$ cat src/rtl/systolic_result_drain.sv
// Result drain for the systolic array: snapshots all accumulators on start and
// streams them out row-major over valid/ready, pulsing acc_clr back to the array.
module systolic_result_drain #(
  parameter int N   = 32,
  parameter int DIM = 5,
  parameter int M   = 25
) (
  input  logic           clk,
  input  logic           init_n,
  input  logic           start,
  input  logic [N*M-1:0] c_flat,
  output logic           acc_clr,
  output logic           busy,
  output logic           out_valid,
  input  logic           out_ready,
  output logic [N-1:0]   out_data,
  output logic [2:0]     out_row,
  output logic [2:0]     out_col,
  output logic           out_last,
  output logic           done
);

  localparam int RW = (DIM > 1) ? $clog2(DIM) : 1;
  localparam int IW = (M > 1) ? $clog2(M) : 1;

  typedef enum logic [1:0] {
    S_IDLE,
    S_STREAM,
    S_DONE
  } state_t;

  state_t        r_state;
  state_t        w_next;
  logic [N-1:0]  r_buf [M];
  logic [RW-1:0] r_row;
  logic [RW-1:0] r_col;
  logic          r_acc_clr;
  logic [IW-1:0] w_idx;
  logic          w_last;
  logic          w_xfer;
  logic          w_accept;

  assign w_idx    = IW'(r_row) * IW'(DIM) + IW'(r_col);
  assign w_last   = (r_row == RW'(DIM - 1)) && (r_col == RW'(DIM - 1));
  assign w_xfer   = (r_state == S_STREAM) && out_ready;
  assign w_accept = (r_state == S_IDLE) && start;

  always_comb begin
    w_next = r_state;
    unique case (r_state)
      S_IDLE:   if (start) w_next = S_STREAM;
      S_STREAM: if (out_ready && w_last) w_next = S_DONE;
      S_DONE:   w_next = S_IDLE;
      default:  w_next = S_IDLE;
    endcase
  end

  always_comb begin
    busy      = 1'b0;
    out_valid = 1'b0;
    done      = 1'b0;
    out_data  = '0;
    out_row   = '0;
    out_col   = '0;
    out_last  = 1'b0;
    acc_clr   = r_acc_clr;
    unique case (r_state)
      S_IDLE: ;
      S_STREAM: begin
        busy      = 1'b1;
        out_valid = 1'b1;
        out_data  = r_buf[w_idx];
        out_row   = 3'(r_row);
        out_col   = 3'(r_col);
        out_last  = w_last;
      end
      S_DONE: begin
        busy = 1'b1;
        done = 1'b1;
      end
      default: ;
    endcase
  end

  always_ff @(posedge clk or negedge init_n) begin
    if (!init_n) begin
      r_state   <= S_IDLE;
      r_acc_clr <= 1'b0;
    end else begin
      r_state   <= w_next;
      r_acc_clr <= w_accept;
    end
  end

  // Index returns to 0 on the final transfer so the next tile starts clean.
  always_ff @(posedge clk or negedge init_n) begin
    if (!init_n) begin
      r_row <= '0;
      r_col <= '0;
    end else if (w_accept) begin
      r_row <= '0;
      r_col <= '0;
    end else if (w_xfer) begin
      if (w_last) begin
        r_row <= '0;
        r_col <= '0;
      end else if (r_col == RW'(DIM - 1)) begin
        r_col <= '0;
        r_row <= r_row + 1'b1;
      end else begin
        r_col <= r_col + 1'b1;
      end
    end
  end

  always_ff @(posedge clk or negedge init_n) begin
    if (!init_n) begin
      for (int unsigned i = 0; i < M; i++) r_buf[i] <= '0;
    end else if (w_accept) begin
      for (int unsigned i = 0; i < M; i++) r_buf[i] <= c_flat[i*N +: N];
    end
  end

endmodule

$ cat config.mk
export PLATFORM = sky130hd
export DESIGN_NAME = systolic_result_drain
export DESIGN_NICKNAME = d
export VERILOG_FILES = /design/src/rtl/systolic_result_drain.sv
export SDC_FILE = /design/constraint.sdc
export NUM_CORES = 2
export LEC_CHECK = 0
export ABC_AREA = 1
export ABC_CLOCK_PERIOD_IN_PS = 5900
export CAP_MARGIN = 25
export CORE_AREA = 2 2 332 334
export CTS_CLUSTER_SIZE = 10
export DETAILED_ROUTE_END_ITERATION = 6
export DIE_AREA = 0 0 334 336
export DONT_BUFFER_PORTS = 1
export PLACE_DENSITY = 0.6
export SLEW_MARGIN = 15
export SYNTH_ARGS = -nofsm -noshare
export SYNTH_HDL_FRONTEND = slang
export SYNTH_SLANG_ARGS = --single-unit
$ cat constraint.sdc
create_clock -name clk -period 5.9 [get_ports clk]
set_input_delay 0.885 -clock clk [delete_from_list [all_inputs] [get_ports clk]]
set_output_delay 0.885 -clock clk [all_outputs]
set_load 0.01 [all_outputs]
# Word-level counts from Yosys, hierarchy flattened
# Index checks and enable logic that the tools add are counted.
totals:
  ff_bits: 809
  output_inout_bits: 43
op_classes:
  add_sub_neg: 3
  mul: 1
  n_lt_le_gt_ge: 1
  eq_ne: 6
  n_mux: 21
  bitwise_logic: 1
  n_reduce_logical: 10
ops:
  columns: ["op", "n"]
  rows:
  - ["32-bit binary-select mux with 5-bit select", 1]
  - ["32-bit two-way mux", 3]
  - ["3-bit two-way mux", 10]
  - ["3-bit by 1-bit adder with 3-bit output (second input constant)", 2]
  - ["3-bit equality test (second input constant)", 2]
  - ["6-bit greater-or-equal comparator (second input constant)", 1]
  - ["5-bit NOT with 6-bit output", 1]
  - ["5-bit by 3-bit adder with 5-bit output", 1]
  - ["3-bit by 3-bit multiplier with 5-bit output (second input constant)", 1]
  - ["1-bit logical AND", 4]
  - ["1-bit two-way mux", 4]
  - ["2-bit two-way mux", 2]
  - ["2-bit case mux with 2 select lines", 1]
  - ["2-bit AND reduction", 2]
  - ["3-bit nonzero test", 1]
  - ["2-bit by 1-bit equality test with 1-bit output (second input constant)", 1]
  - ["2-bit equality test (second input constant)", 1]
  - ["2-bit zero test", 1]
  - ["2-bit by 1-bit inequality test with 1-bit output (second input constant)", 1]
  - ["2-bit inequality test (second input constant)", 1]
  - ["2-bit nonzero test", 1]
  - ["2-bit OR reduction", 1]

# Depth between registers and ports, before layout
logic_depth:
  word_depth: 7
  depth_mapped: 14

# Worst setup path before layout
# OpenSTA, ideal clock, no wires.
synth_path:
  path_type: "register to output"
  startpoint: "register r_row[0]"
  endpoint: "output out_data[13]"
  arrival_ns: 2.571
  t_required_ns: 5.015
  setup_slack_ns: 2.444
  stages_incl_launch_ff: 14
  path_buffers: 2
  cell_sequence: "dfrtp_1 > ha_1 > ha_1 > inv_1 > fa_1 > inv_1 > buf_2 > buf_1 > nand3_1 > nand2_1 > nand2_1 > nand2_1 > nand2_1 > nor2_1"
synth_via:
  elab_chain_len: 7
synth_rtl:
  columns: ["element", "line", "rtl"]
  rows:
  - ["from (decl)", "35", "logic [RW-1:0] r_row;"]
  - ["from (signal assigned)", "109", "r_row <= r_row + 1'b1;"]
  - ["3-bit by 3-bit multiplier with 5-bit output", "43", "assign w_idx = IW'(r_row) * IW'(DIM) + IW'(r_col);"]
  - ["5-bit by 3-bit adder with 5-bit output", "43", null]
  - ["5-bit NOT with 6-bit output (implied by the code)", "72", "out_data = r_buf[w_idx];"]
  - ["32-bit binary-select mux with 5-bit select", "72", null]
  - ["32-bit two-way mux (implied by the code) (2 in series)", "72", null]
  - ["32-bit two-way mux", "67", "unique case (r_state)"]
  - ["to (decl)", "16", "output logic [N-1:0] out_data,"]
# Every way passes these cells. The select of a mux whose other input is x is not followed.

# Worst setup path in the final report
layout_path:
  startpoint: "register r_row[0]"
  endpoint: "output out_data[0]"
# The elaborated chain is that of the path after synthesis.

==> reports/metrics.csv <==
stage,metric,value,unit
floorplan,rows,121,
global_route,grt_antenna_before_repair,41,
drt,totalWireLength,166,mm
clock_network,worst_setup_hold_path_clk_slew,0.06,ns
clock_network,cts.sinks,809,
setup_path,worst_setup_path_end_kind,output pin,
setup_path,required_time_worst_endpoint,5.02,ns
drt,route.vias.total,34400,
sta,setup_tns,0,ns
setup_path,critPathLaunchType,flop,
floorplan,die_w,334,um
layout,regArea,0.0202,mm2
yosys,yosys_warnings,0,
drt,drt.antenna.violating_nets,0,
floorplan,ios,847,
yosys,syn_area,0.0389,mm2
sta,worstMarginPinSlew,1.35,ns
global_route,first_global_vias,33500,
clock_network,cts_post_setup_buffers_inserted,0,
sta,skew,0.0211,ns
yosys,synth_top_cells_by_count,"sky130_fd_sc_hd__nand2_1 (3,396), sky130_fd_sc_hd__dfrtp_1 (809), sky130_fd_sc_hd__nand3_1 (534)",
global_route,grt_pass1_wl,235,mm
yosys,ys_ff_latch,809,
pwr,leakage,0.0227,uW
yosys,synthTopCellsByArea,"sky130_fd_sc_hd__dfrtp_1 (52%), sky130_fd_sc_hd__nand2_1 (33%), sky130_fd_sc_hd__nand3_1 (6.9%)",
layout,final_util,0.395,
setup_path,critPathArrivalTime,4.64,ns
floorplan,core,0.108,mm2
layout,multi_input_comb_area,0.0167,mm2
layout,num-fill-cells,11400,
yosys,synth_top_flop_cell,sky130_fd_sc_hd__dfrtp_1,
setup_path,criticalPathCategory,flop to output pin,
yosys,synth_most_common_cell,sky130_fd_sc_hd__nand2_1,
sta,layout_min_cycle_time,5.53,ns
drt,drt_iter0_markers,3578,
global_route,grt_start_max_net_pins,810,
sta,achievable_frequency,181,MHz
floorplan,die_height,336,um
yosys,synth_cell_types,22,
global_route,global_route.overflow_total,0,
layout,area_delta_synth_final,10.0,%
sta,slew-limit-headroom,0.102,
sta,post-route-period-util,0.937,
placement,placement.io_buffers,0,
clock_network,tritoncts,yes,
placement,gp_congestion,0.914,
yosys,syn_avg_cell_area,7.17,um2
sta,hold_viol,0,
layout,post_route_cells_drive_above_1_share,0.0370,
setup_path,crit_path_max_fanout,38,
yosys,synth_largest_area_cell,sky130_fd_sc_hd__dfrtp_1,
clock_network,cts_made_buffers,98,
sta,maxSlewViolCount,0,
placement,placed_standard_cell_area,0.0396,mm2
clock_network,clock_tree_root,sky130_fd_sc_hd__clkbuf_16,
placement,dp_hpwl,121,mm
floorplan,die-area,0.112,mm2
clock_network,worstSkewPairLatency,0.69,ns
drt,routedWlPerCell,24.7,um
drt,vias_per_cell,5.13,
job,drv.max_cap_violation_count,0,
yosys,synthCells,5420,
sta,grt_setup_unrepaired,false,
yosys,postSynth.asyncResetShare,1.00,
worst_hold_path,hp-class,input port to async pin,
clock_network,clock_path_buffers,3,
drt,detail_route.first_pass.iterations,6,
pwr,power_density,825,mW/mm2
sta,setup_violating_endpoint_count_in_the_final_report,0,
global_route,total_grt_usage,0.289,
yosys,synth_top_cell_area_share,0.521,
yosys,synth_nets,6241,
yosys,synth_edf_count,0,
yosys,synth_seq_area_share,0.521,
clock_network,cts-htree-levels,3,
floorplan,initial_utilization,0.359,
layout,final_design_area_no_fill,0.0428,mm2
pwr,ir_worst_vdd,0.000617,V
run_status,outcome,"finished, final reports clean",
drt,drc,0,
layout,nets,6049,
path summary, 6_finish.rpt:
path / cells after the start / from / slack [ns] / endpoint
hold / removal: 1 / init_n / 0.17 / r_buf[605]
hold reg to reg: 2 / r_buf[406] / 0.48 / r_buf[406]
setup reg to reg: 7 / r_state[1] / 2.86 / r_buf[350]
max in group asynchronous: 2 / init_n / 4.04 / r_buf[428]
setup / recovery: 9 / r_row[0] / 0.37 / out_data[0]
min in group clk: 2 / c_flat[349] / 0.29 / r_buf[477]
layout by cell type, fill, tap and decap left out, drive strengths merged, types with 3 or more instances in the layout:
cell type  count
a21oi         36
buf           53
bufinv         3
clkbuf       124
clkinv         6
dfrtp        809
diode         22
ha            16
inv          113
nand2       3397
nand3        534
nor2         109
o21ai         58
report_power, final:
group / leakage [uW] / internal (uW) / switching (uW)
clock network: 0.00144 / 3310 / 2490
logic: 0.0112 / 4840 / 15000
registers: 0.0100 / 8200 / 1410
through the flow:
| step | hold slack [ns] | worst slack (ns) | instances | power [uW] |
|---|---|---|---|---|
| 2_1_floorplan | 0.444 | 2.44 | 5420 | 20800 |
| 3_3_place_gp | 0.461 | 0.917 | 6537 | 29300 |
| 3_5_place_dp | 0.465 | 0.879 | 6537 | 29400 |
| 4_1_cts | -0.115 | 0.0993 | 6677 | 35300 |
| 5_1_grt | 0.206 | 0.138 | 6700 | 37700 |
| 6_report | 0.170 | 0.371 | 6704 | 35300 |
timing repair:
item                       in CTS  in global routing
gates resized for setup         0                  2
setup endpoints to repair       0                 11
hold endpoints to repair      523                139
state kept, by name, summed over array words and instances, names as in the netlist:
| register | cells |
|---|---|
| acc_clr | 1 |
| r_buf | 800 |
| r_col | 3 |
| r_row | 3 |
| r_state | 2 |
worst max-delay path: stages, from the launching register on:
cell,delay (ns)
sky130_fd_sc_hd__dfrtp_1,0.48
sky130_fd_sc_hd__ha_1,0.34
sky130_fd_sc_hd__ha_1,0.31
sky130_fd_sc_hd__inv_1,0.06
sky130_fd_sc_hd__fa_4,1.08
sky130_fd_sc_hd__buf_4,0.51
sky130_fd_sc_hd__nand3_1,0.14
sky130_fd_sc_hd__nand3_1,0.24
sky130_fd_sc_hd__a21oi_1,0.11
sky130_fd_sc_hd__nor2_1,0.62
final cells by class:
class	instances	share of cell area
Clock inverter	16	0.00591
Inverter	108	0.0101
Antenna cell	22	0.00129
Sequential cell	809	0.473
Timing Repair Buffer	53	0.0157
Tap cell	1414	0.0414
Clock buffer	124	0.0629
Multi-Input combinational cell	4158	0.389
per-layer routing:
metal,wire length [um],share of wire,GRT usage
met1,69300,0.42,0.378
met2,75200,0.45,0.451
met3,14600,0.088,0.0851
met4,6280,0.038,0.109
met5,139,0.00084,0
kinds of logic after synthesis:
| kind of cell | synth area share |
|---|---|
| buffers and inverters | 0.0528 |
| flip-flops | 0.521 |
| AO/OA/AOI/OAI | 0.0128 |
| adder cells (fa/ha/maj) | 0.00566 |
| XOR/XNOR | 0.000451 |
| AND/OR/NAND/NOR | 0.408 |
Note: power is estimated with default switching activity, not from simulation.
